<file path="src/rtl/tl_pkg.sv">
// Shared TileLink A/C channel types, opcode constants and beat helpers.
// Imported by the merged-stream splitter and its skid FIFO.
package tl_pkg;

    localparam int OPCODE_WTH = 3;
    localparam int PARAM_WTH  = 3;
    localparam int SIZE_WTH   = 4;
    localparam int SRC_WTH    = 8;
    localparam int ADDR_WTH   = 32;
    localparam int DATA_WTH   = 64;
    localparam int MASK_WTH   = DATA_WTH / 8;

    // Largest burst is 2^(2^SIZE_WTH-1) bytes; the beat counter holds that count without wrapping.
    localparam int MAX_BEATS    = (2 ** (2 ** SIZE_WTH - 1)) / MASK_WTH;
    localparam int BEAT_CNT_WTH = $clog2(MAX_BEATS) + 1;

    typedef logic [BEAT_CNT_WTH-1:0] beat_cnt_t;
    typedef logic [OPCODE_WTH-1:0]   opcode_t;

    localparam opcode_t A_PUT_FULL      = 3'd0;
    localparam opcode_t A_PUT_PARTIAL   = 3'd1;
    localparam opcode_t A_ARITH         = 3'd2;
    localparam opcode_t A_LOGICAL       = 3'd3;
    localparam opcode_t A_GET           = 3'd4;
    localparam opcode_t A_HINT          = 3'd5;
    localparam opcode_t A_ACQUIRE_BLOCK = 3'd6;
    localparam opcode_t A_ACQUIRE_PERM  = 3'd7;

    localparam opcode_t C_ACCESS_ACK      = 3'd0;
    localparam opcode_t C_ACCESS_ACK_DATA = 3'd1;
    localparam opcode_t C_HINT_ACK        = 3'd2;
    localparam opcode_t C_PROBE_ACK       = 3'd4;
    localparam opcode_t C_PROBE_ACK_DATA  = 3'd5;
    localparam opcode_t C_RELEASE         = 3'd6;
    localparam opcode_t C_RELEASE_DATA    = 3'd7;

    typedef struct packed {
        opcode_t               opcode;
        logic [PARAM_WTH-1:0]  param;
        logic [SIZE_WTH-1:0]   size;
        logic [SRC_WTH-1:0]    source;
        logic [ADDR_WTH-1:0]   address;
        logic [DATA_WTH-1:0]   data;
        logic [MASK_WTH-1:0]   mask;
        logic                  corrupt;
    } tl_a_t;

    typedef struct packed {
        opcode_t               opcode;
        logic [PARAM_WTH-1:0]  param;
        logic [SIZE_WTH-1:0]   size;
        logic [SRC_WTH-1:0]    source;
        logic [ADDR_WTH-1:0]   address;
        logic [DATA_WTH-1:0]   data;
        logic                  corrupt;
    } tl_c_t;

    // FIFO entry: route bit (1 = C channel) alongside the A-shaped payload.
    typedef struct packed {
        logic  route;
        tl_a_t bits;
    } tl_fifo_ent_t;

    function automatic beat_cnt_t tl_num_beats(input logic [SIZE_WTH-1:0] size,
                                               input int unsigned data_bytes = MASK_WTH);
        int unsigned nbytes;
        nbytes = 32'd1 << size;
        if (nbytes <= data_bytes) return beat_cnt_t'(1);
        return beat_cnt_t'(nbytes / data_bytes);
    endfunction

    function automatic logic tl_a_has_data(input opcode_t op);
        return (op == A_PUT_FULL) || (op == A_PUT_PARTIAL) ||
               (op == A_ARITH)    || (op == A_LOGICAL);
    endfunction

    function automatic logic tl_c_has_data(input opcode_t op);
        return (op == C_ACCESS_ACK_DATA) || (op == C_PROBE_ACK_DATA) ||
               (op == C_RELEASE_DATA);
    endfunction

endpackage

</file>
<file path="src/rtl/tl_skid_fifo.sv">
// Two-entry register FIFO; ready depends only on the registered count so the
// upstream accept never sees a combinational path from the downstream ready.
module tl_skid_fifo #(
    parameter int WIDTH = 8
) (
    input  logic             clk_i,
    input  logic             rst_i,
    input  logic             push_i,
    input  logic [WIDTH-1:0] din_i,
    output logic             ready_o,
    input  logic             pop_i,
    output logic             valid_o,
    output logic [WIDTH-1:0] dout_o
);

    logic [WIDTH-1:0] mem [2];
    logic             wr_ptr;
    logic             rd_ptr;
    logic [1:0]       count;
    logic             do_push;
    logic             do_pop;

    assign ready_o = (count != 2'd2);
    assign valid_o = (count != 2'd0);
    assign dout_o  = mem[rd_ptr];
    assign do_push = push_i & ready_o;
    assign do_pop  = pop_i & valid_o;

    always_ff @(posedge clk_i) begin
        if (rst_i) begin
            wr_ptr <= 1'b0;
            rd_ptr <= 1'b0;
            count  <= 2'd0;
        end else begin
            if (do_push) begin
                wr_ptr <= ~wr_ptr;
            end
            if (do_pop) begin
                rd_ptr <= ~rd_ptr;
            end
            case ({do_push, do_pop})
                2'b10:   count <= count + 2'd1;
                2'b01:   count <= count - 2'd1;
                default: count <= count;
            endcase
        end
    end

    // Payload storage needs no reset; it is only observed behind valid_o.
    always_ff @(posedge clk_i) begin
        if (do_push) begin
            mem[wr_ptr] <= din_i;
        end
    end

endmodule

</file>
<file path="src/rtl/tl_a_split_c.sv">
// Splits a merged A-shaped stream back onto A and C channels using a sideband
// origin bit, holding multi-beat data bursts on the channel of their first beat.
module tl_a_split_c
    import tl_pkg::*;
#(
    parameter int          DEPTH      = 2,
    parameter int unsigned DATA_BYTES = tl_pkg::MASK_WTH
) (
    input  logic  clk_i,
    input  logic  rst_i,
    input  logic  in_valid_i,
    output logic  in_ready_o,
    input  logic  in_is_c_i,
    input  tl_a_t in_bits_i,
    output logic  a_valid_o,
    input  logic  a_ready_i,
    output tl_a_t a_bits_o,
    output logic  c_valid_o,
    input  logic  c_ready_i,
    output tl_c_t c_bits_o,
    output logic  err_o
);

    logic         lock_route_q;
    beat_cnt_t    remaining_q;
    logic         err_q;

    logic         push;
    logic         locked;
    logic         has_data;
    beat_cnt_t    beats;
    tl_fifo_ent_t push_ent;
    tl_fifo_ent_t head_ent;
    logic         head_valid;
    logic         pop;

    always_comb begin
        locked   = (remaining_q != '0);
        beats    = tl_num_beats(in_bits_i.size, DATA_BYTES);
        has_data = in_is_c_i ? tl_c_has_data(in_bits_i.opcode)
                             : tl_a_has_data(in_bits_i.opcode);
        push     = in_valid_i & in_ready_o;
        push_ent.bits  = in_bits_i;
        // A mismatching beat mid-burst is flagged but still follows the locked route.
        push_ent.route = locked ? lock_route_q : in_is_c_i;
    end

    always_ff @(posedge clk_i) begin
        if (rst_i) begin
            lock_route_q <= 1'b0;
            remaining_q  <= '0;
            err_q        <= 1'b0;
        end else if (push) begin
            if (locked) begin
                remaining_q <= remaining_q - beat_cnt_t'(1);
                if (in_is_c_i != lock_route_q) begin
                    err_q <= 1'b1;
                end
            end else if (has_data && (beats > beat_cnt_t'(1))) begin
                lock_route_q <= in_is_c_i;
                remaining_q  <= beats - beat_cnt_t'(1);
            end
        end
    end

    tl_skid_fifo #(
        .WIDTH ($bits(tl_fifo_ent_t))
    ) u_fifo (
        .clk_i   (clk_i),
        .rst_i   (rst_i),
        .push_i  (in_valid_i),
        .din_i   (push_ent),
        .ready_o (in_ready_o),
        .pop_i   (pop),
        .valid_o (head_valid),
        .dout_o  (head_ent)
    );

    always_comb begin
        a_valid_o = head_valid & ~head_ent.route;
        c_valid_o = head_valid &  head_ent.route;
        pop       = (a_valid_o & a_ready_i) | (c_valid_o & c_ready_i);
        a_bits_o  = head_ent.bits;
        c_bits_o.opcode  = head_ent.bits.opcode;
        c_bits_o.param   = head_ent.bits.param;
        c_bits_o.size    = head_ent.bits.size;
        c_bits_o.source  = head_ent.bits.source;
        c_bits_o.address = head_ent.bits.address;
        c_bits_o.data    = head_ent.bits.data;
        c_bits_o.corrupt = head_ent.bits.corrupt;
    end

    assign err_o = err_q;

endmodule

</file>
<file path="config.mk">
export PLATFORM = sky130hd
export DESIGN_NAME = tl_a_split_c
export DESIGN_NICKNAME = d
export VERILOG_FILES = /design/src/rtl/tl_pkg.sv /design/src/rtl/tl_skid_fifo.sv /design/src/rtl/tl_a_split_c.sv
export SDC_FILE = /design/constraint.sdc
export NUM_CORES = 1
export LEC_CHECK = 0
export CORE_UTILIZATION = 45
export CTS_CLUSTER_DIAMETER = 120
export DETAILED_ROUTE_END_ITERATION = 7
export DONT_BUFFER_PORTS = 1
export GPL_TIMING_DRIVEN = 0
export PLACE_DENSITY = 0.64
export SETUP_SLACK_MARGIN = 0.3
export SYNTH_ARGS = -nofsm -noshare
export SYNTH_HDL_FRONTEND = slang
export SYNTH_HIERARCHICAL = 1
export SYNTH_SLANG_ARGS = --single-unit
</file>
<file path="constraint.sdc">
create_clock -name clk_i -period 4.8 [get_ports clk_i]
set_input_delay 0.24 -clock clk_i [delete_from_list [all_inputs] [get_ports clk_i]]
set_output_delay 0.24 -clock clk_i [all_outputs]
set_load 0.01 [all_outputs]
</file>
==> impl_metrics.csv, run 1 <==
group,metric,value,unit
logic_synthesis,async_reset_ff_share,0,%
logic_synthesis,syn_avg_cell_area,16.5,sq um
sta,worstMarginPinSlew,0.875,ns
clocking,path_clk_slew,0.06,ns
logic_synthesis,ys_types,51,
power_and_ir_drop,p_comb_share,30.1,%
power_and_ir_drop,seqPwrFrac,41.3,%
sta,slew-limit-headroom,41.7,%
power_and_ir_drop,p_per_area,529,nW/um^2
clocking,numClockSinks,268,
detailed_routing,antenna_left,0,
die,start_util,46.1,%
logic_synthesis,yosysSeqAreaShare,69.7,%
detailed_routing,first_pass_iters,7,
layout,drive_gt1_share,36.5,%
global_route,overflow,0,
worst_setup_path,path_delay_family,"simple AND/OR/NAND/NOR gates",
worst_setup_path,crit_chain,"inv_1, ha_1, or4b_4, nor4_1, buf_2, nand4_1, o31ai_1",
layout,fillCellCount,1916,
logic_synthesis,yosysWarningCount,6,
worst_setup_path,slowest_delay,0.71,ns
clocking,cts_inserted_buffers,27,
place,dp_hpwl,16100,um
worst_setup_path,critPathLaunchType,"flip-flop",
die,die_y,160,um
detailed_routing,vias_per_cell,5.23,
sta,fin_crit_sh,59.3,%
global_route,antenna_found_initial,0,
global_route,grt_pass1_vias,6320,
layout,diodes,0,
power_and_ir_drop,pwr-share-clk,28.6,%
worst_hold_path,min_path_type,"primary input to flip-flop",
power_and_ir_drop,p_sw_share,30.0,%
layout,final_core_util,56.9,%
sta,fmax,351,MHz
global_route,track_usage,17.8,%
sta,fin_ws,1.95,ns
clocking,cts_buffer_depth,3,
layout,nets,974,
worst_setup_path,required,5.23,ns
place,place_ws,1.96,ns
clocking,cts_tree,"done",
worst_setup_path,slowest_stage,"nor4_1",
detailed_routing,vias,6198,
clocking,htree_levels,1,
die,die_x,160,um
clocking,cts-root-buf,"clkbuf_16",
sta,drv_slew,0,
power_and_ir_drop,power.leakage,4.95,nW
worst_setup_path,cp_max_fo,10,
sta,period_minus_slack,2.85,ns
run_status,status,"completed",
power_and_ir_drop,irDropWorstVdd,0.389,mV
clocking,insertion_delay,0.53,ns
sta,skew,0.00779,ns
detailed_routing,drt-total-wl,23900,um
power_and_ir_drop,power.internal,5.13,mW
logic_synthesis,ys_seq_elements,268,
clocking,cts_resized,0,
logic_synthesis,synth_edf_count,248,
worst_setup_path,crit_buf_inv,2,
detailed_routing,drt-initial-drc-count,346,
place,io_buffers,0,
logic_synthesis,ys.flop_type,"edfxtp_1",
sta,final-hold-violation-count,0,
worst_setup_path,worst_ep_arrival_time,3.28,ns
sta,rsz0062_at_grt,"no",
layout,syn_to_final_growth,23.4,%
logic_synthesis,synth_cells,684,
logic_synthesis,syn-num-nets,817,
logic_synthesis,syn-cell-area,11300,sq um
worst_setup_path,critical_path_class,"flip-flop to flip-flop",
job,cap_violations,0,
die,core-area,24400,sq um
die,die_area,25600,sq um
detailed_routing,drc,0,
detailed_routing,wl_per_cell,20.1,um
die,io_pins,371,
global_route,grt_max_degree,72,
place,place_congestion,0.857,
global_route,grt_pass1_wl,35600,um
sta,finalSetupViolCount,0,
die,rows,57,
worst_setup_path,endpoint_kind,"flip-flop",
power_and_ir_drop,p_sw,2.20,mW
[stage by stage]
step	power (mW)	cells	hold slack, ns	area (sq um)	setup TNS [ns]
2_1_floorplan	4.79	684	0.309	11300	0
3_3_place_gp	5.19	1008	0.311	11700	-99.06
3_5_place_dp	5.20	1010	0.313	11700	0
4_1_cts	7.40	1185	0.0227	13900	0
5_1_grt	7.65	1185	0.0587	13900	0
6_report	7.34	1185	0.0505	13900	0
[metal layers]
metal	track usage, %	share of wire, %	vias to the layer above
li1	-	-	2780
met1	20.2	37	3082
met2	33.7	55	289
met3	3.74	6.0	47
met4	4.81	2.3	0
met5	0	0	-
[sequential cells by signal, indices dropped and copies added (netlist names), named ones only]
| name | flops |
|---|---|
| u_fifo/wr_ptr | 1 |
| u_fifo/count | 2 |
| lock_route_q | 1 |
| err_o | 1 |
| u_fifo/rd_ptr | 1 |
| u_fifo/mem | 248 |
| remaining_q | 13 |
[placed cells by master (no fill, tap or decap), types with 4 or more instances in the layout]
master         netlist  layout
nand2_1             14      14
ha_1                 4       4
edfxtp_1           248     248
inv_1                9       8
nor2b_1              5       5
clkinv_2             0       6
nor3_1               7       7
clkbuf_1             6       9
clkbuf_16            0      27
mux2_2             126     126
buf_6                8       8
a21oi_1             15      15
nand4_1              8       8
mux2i_1              5       5
o31ai_1              5       5
o21ai_0              8       8
bufinv_16            0       4
dfxtp_1             20      20
dlygate4sd3_1        0     126
buf_2                8       8
buf_4              115     115
nor2_1              18      18
[area by class of cell]
cell class / instances / area, sq um / area share [%]
Inverter: 9 / 38.8 / 0.279
Multi-Input combinational cell: 270 / 2360 / 17.0
Clock buffer: 30 / 687 / 4.95
Clock inverter: 19 / 210 / 1.51
Tap cell: 324 / 405 / 2.92
Timing Repair Buffer: 128 / 1320 / 9.48
Sequential cell: 268 / 7850 / 56.5
Buffer: 137 / 1020 / 7.32
[kinds of logic (layout without fill, tap and decap cells)]
kind of cell | after synthesis | count (layout) | share of synthesized area, %
simple gates | 78 | 78 | 3.72
compound gates | 51 | 51 | 3.20
mux | 132 | 132 | 13.2
buf+inv | 146 | 323 | 9.33
xor+xnor | 5 | 5 | 0.389
flops | 268 | 268 | 69.7
fa+ha+maj | 4 | 4 | 0.445
[path summary, 6_finish.rpt]
kind	cells past startpoint	to	slack, ns	startpoint
worst max-delay path	7	remaining_q[12]	1.95	remaining_q[0]
worst max register to register	7	remaining_q[12]	1.95	remaining_q[0]
worst min register to register	2	flip-flop	0.51	u_fifo/rd_ptr
worst min-delay path	2	remaining_q[12]	0.05	in_bits_i[116]
[worst reg2reg max path: cells and delay by family (launching register included)]
kind,cells,cell delay [ns]
and+or+nand+nor,3,1.44
buffers and inverters,2,0.43
DFF,1,0.33
AOI/OAI and AO/OA,1,0.32
adders and majority gates,1,0.21
[power groups by stage]
stage / sequential [mW] / clock, mW / combinational [mW]
finish: 3.03 / 2.10 / 2.21
global route: 3.06 / 2.23 / 2.36
global placement: 3.11 / 0 / 2.08
detailed placement: 3.08 / 0 / 2.12
CTS: 3.03 / 2.14 / 2.23
floorplan: 3.07 / 0 / 1.72
[synthesized netlist by cell type, types with 4 or more instances]
master	count	area [sq um]
dfxtp_1	20	400
nor3_1	7	35.0
buf_2	8	40.0
inv_1	9	33.8
mux2i_1	5	50.1
buf_6	8	90.1
nand2_1	14	52.6
nor2b_1	5	31.3
mux2_2	126	1420
o31ai_1	5	37.5
nand4_1	8	50.1
buf_4	115	863
a21oi_1	15	75.1
nor2_1	18	67.6
o21ai_0	8	40.0
clkbuf_1	6	22.5
edfxtp_1	248	7450
ha_1	4	50.1
[repair_timing]
item / CTS / global route
hold buffers: 126 / 0
endpoints found under the hold margin: 255 / 0
setup buffers: 0 / 0
No activity file was read; power rests on OpenSTA's default activity.
==> run 2, diff against run 1 <==
- clock period: 4.8 -> 2.76 ns (I/O delays scaled with it)
==> run 2 against run 1 <==
Cell count is 1.2% higher. Sequential cell count stayed put. Critical endpoint is now remaining_q[4]. Sequential power is 74% higher. Wire length is 2.0% lower. Hold slack worse by 0.030 ns. Power is 74% higher. Final area is 0.84% higher. Core utilization is 0.48 points higher. Clock-buffer cell count stayed put. Global-route usage is 0.28 points lower. Die area stayed put. Worst setup slack worse by 1.6 ns.
==> impl_metrics.csv, run 2 (synthesized netlist as in run 1, its figures left out) <==
group,metric,value,unit
run_status,status,"completed",
layout,top_regs,"u_fifo/mem (248), remaining_q (13), u_fifo/count (2)",
layout,diodes,0,
layout,nets,987,
worst_setup_path,required,3.17,ns
detailed_routing,drc,0,
worst_hold_path,min_path_type,"primary input to flip-flop",
sta,period_minus_slack,2.44,ns
power_and_ir_drop,total_power,12.8,mW
clocking,insertion_delay,0.53,ns
worst_hold_path,hold_depth,4,
power_and_ir_drop,seqPwrFrac,41.3,%
layout,layout_common_cells,"248 x edfxtp_1, 128 x buf_4, 126 x mux2_2, 126 x dlygate4sd3_1, 27 x clkbuf_16",
worst_setup_path,crit_buf_inv,2,
power_and_ir_drop,p_sw,3.86,mW
power_and_ir_drop,p_sw_share,30.1,%
power_and_ir_drop,power.internal,8.94,mW
power_and_ir_drop,p_per_area,914,nW/um^2
sta,fin_ws,0.316,ns
layout,mostFrequentLayoutCell,"edfxtp_1",
place,io_buffers,0,
die,core-area,24400,sq um
worst_setup_path,cp_max_fo,6,
die,start_util,46.1,%
sta,slew-limit-headroom,43.3,%
worst_setup_path,crit_cells,8,
layout,largest_reg_flops,248,
global_route,overflow,0,
power_and_ir_drop,power.leakage,5.01,nW
power_and_ir_drop,pwr-share-clk,26.7,%
worst_setup_path,worst_ep_arrival_time,2.86,ns
job,cap_violations,0,
detailed_routing,antenna_left,0,
clocking,cts_buffer_depth,3,
layout,final_cell_count_no_fill,1199,
clocking,cts_inserted_buffers,27,
worst_setup_path,critPathLaunchType,"flip-flop",
global_route,grt_max_degree,69,
die,rows,57,
clocking,numClockSinks,268,
worst_setup_path,critical_path_class,"flip-flop to flip-flop",
power_and_ir_drop,irDropWorstVdd,0.616,mV
die,io_pins,371,
clocking,cts-root-buf,"clkbuf_16",
detailed_routing,drt-initial-drc-count,372,
place,dp_hpwl,15700,um
worst_setup_path,slowest_delay,0.50,ns
detailed_routing,wl_per_cell,19.5,um
sta,skew,0.0165,ns
place,dp.cells,1012,
worst_setup_path,endpoint,"remaining_q[4]",
place,place_ws,0.115,ns
worst_setup_path,endpoint_kind,"flip-flop",
worst_setup_path,r2r-end,"remaining_q[4]",
detailed_routing,first_pass_iters,4,
die,die_y,160,um
sta,finalSetupViolCount,0,
sta,fin_tns_setup,0,ns
global_route,grt_pass1_wl,35000,um
power_and_ir_drop,p_comb_share,32.0,%
die,die_area,25600,sq um
sta,fmax,409,MHz
layout,syn_to_final_growth,24.4,%
global_route,grt_pass1_vias,6322,
place,place_congestion,0.831,
clocking,path_clk_slew,0.06,ns
layout,regMostFlops,"u_fifo/mem",
sta,final-hold-violation-count,0,
detailed_routing,vias,6127,
clocking,htree_levels,1,
sta,drv_slew,0,
worst_setup_path,timing.reg2reg.setup_slack,0.32,ns
detailed_routing,drt-total-wl,23400,um
sta,fin_crit_sh,88.5,%
worst_setup_path,slowest_stage,"or4_4",
global_route,track_usage,17.6,%
global_route,antenna_found_initial,0,
sta,worstMarginPinSlew,0.851,ns
worst_setup_path,r2r_start,"remaining_q[0]",
worst_setup_path,r2r_cells,8,
detailed_routing,vias_per_cell,5.11,
die,die_x,160,um
sta,rsz0062_at_grt,"yes",
worst_setup_path,path_delay_family,"simple AND/OR/NAND/NOR gates",
layout,drive_gt1_share,38.1,%
worst_setup_path,setup.worst_path.start,"remaining_q[0]",
worst_setup_path,crit_chain,"inv_4, ha_4, or4b_4, or4_4, buf_8, a21o_4, nand4_1, mux2_4",
clocking,cts_tree,"done",
-- run 2: routing by layer --
layer  global-route usage (%)  wire length [um]
met4                     5.24               560
met2                     33.3             12900
met1                     19.5              8610
met5                        0                 0
met3                     3.69              1350
-- run 2: layout make-up --
| class | count | area (sq um) |
|---|---|---|
| repair buffers | 141 | 1430 |
| plain buffers | 137 | 1030 |
| multi-input cells | 270 | 2400 |
| clock inverters | 20 | 148 |
| well taps | 324 | 405 |
| clock buffers | 30 | 687 |
| inverters | 9 | 40.0 |
| flip-flops and latches | 268 | 7850 |
| fillers | 1876 | 10400 |
-- run 2: worst min-delay path by stage --
| stage | from | endpoint | slack (ns) |
|---|---|---|---|
| 2_1_floorplan | rst_i | u_fifo/count[0] | 0.20 |
| 3_3_place_gp | rst_i | u_fifo/count[0] | 0.21 |
| 3_5_place_dp | rst_i | u_fifo/count[0] | 0.21 |
| 4_1_cts | in_bits_i[113] | remaining_q[3] | 0.0005 |
| 5_1_grt | in_valid_i | u_fifo/count[0] | 0.04 |
| 6_report | in_valid_i | u_fifo/count[0] | 0.02 |
-- run 2: through the flow --
stage	hold slack, ns	util (%)	area (sq um)
6_report	0.0205	57.4	14000
3_5_place_dp	0.211	48.2	11800
4_1_cts	0.000478	57.1	13900
5_1_grt	0.0439	57.4	14000
2_1_floorplan	0.203	-	11300
3_3_place_gp	0.205	47.9	11700
-- run 2: timing repair --
action | CTS | global route
resized for setup | 9 | 10
hold buffers | 126 | 0
endpoints found under the hold margin | 258 | 0
setup endpoints to repair | 12 | 12
buffers inserted | 4 | 7
pin swaps | 2 | 4
-- run 2: worst reg2reg max path, cell delays in order, from the launching register on --
cell and delay (ns):
dfxtp_4 0.36, inv_4 0.06, ha_4 0.14, or4b_4 0.48, or4_4 0.50, buf_8 0.16
a21o_4 0.21, nand4_1 0.10, mux2_4 0.30
-- run 2: power by group through the flow --
stage / clock network, mW / logic [mW] / registers (mW)
CTS: 3.53 / 3.99 / 5.28
finish: 3.42 / 4.09 / 5.28
detailed placement: 0 / 3.68 / 5.36
floorplan: 0 / 3.00 / 5.32
global placement: 0 / 3.60 / 5.37
global route: 3.66 / 4.36 / 5.33
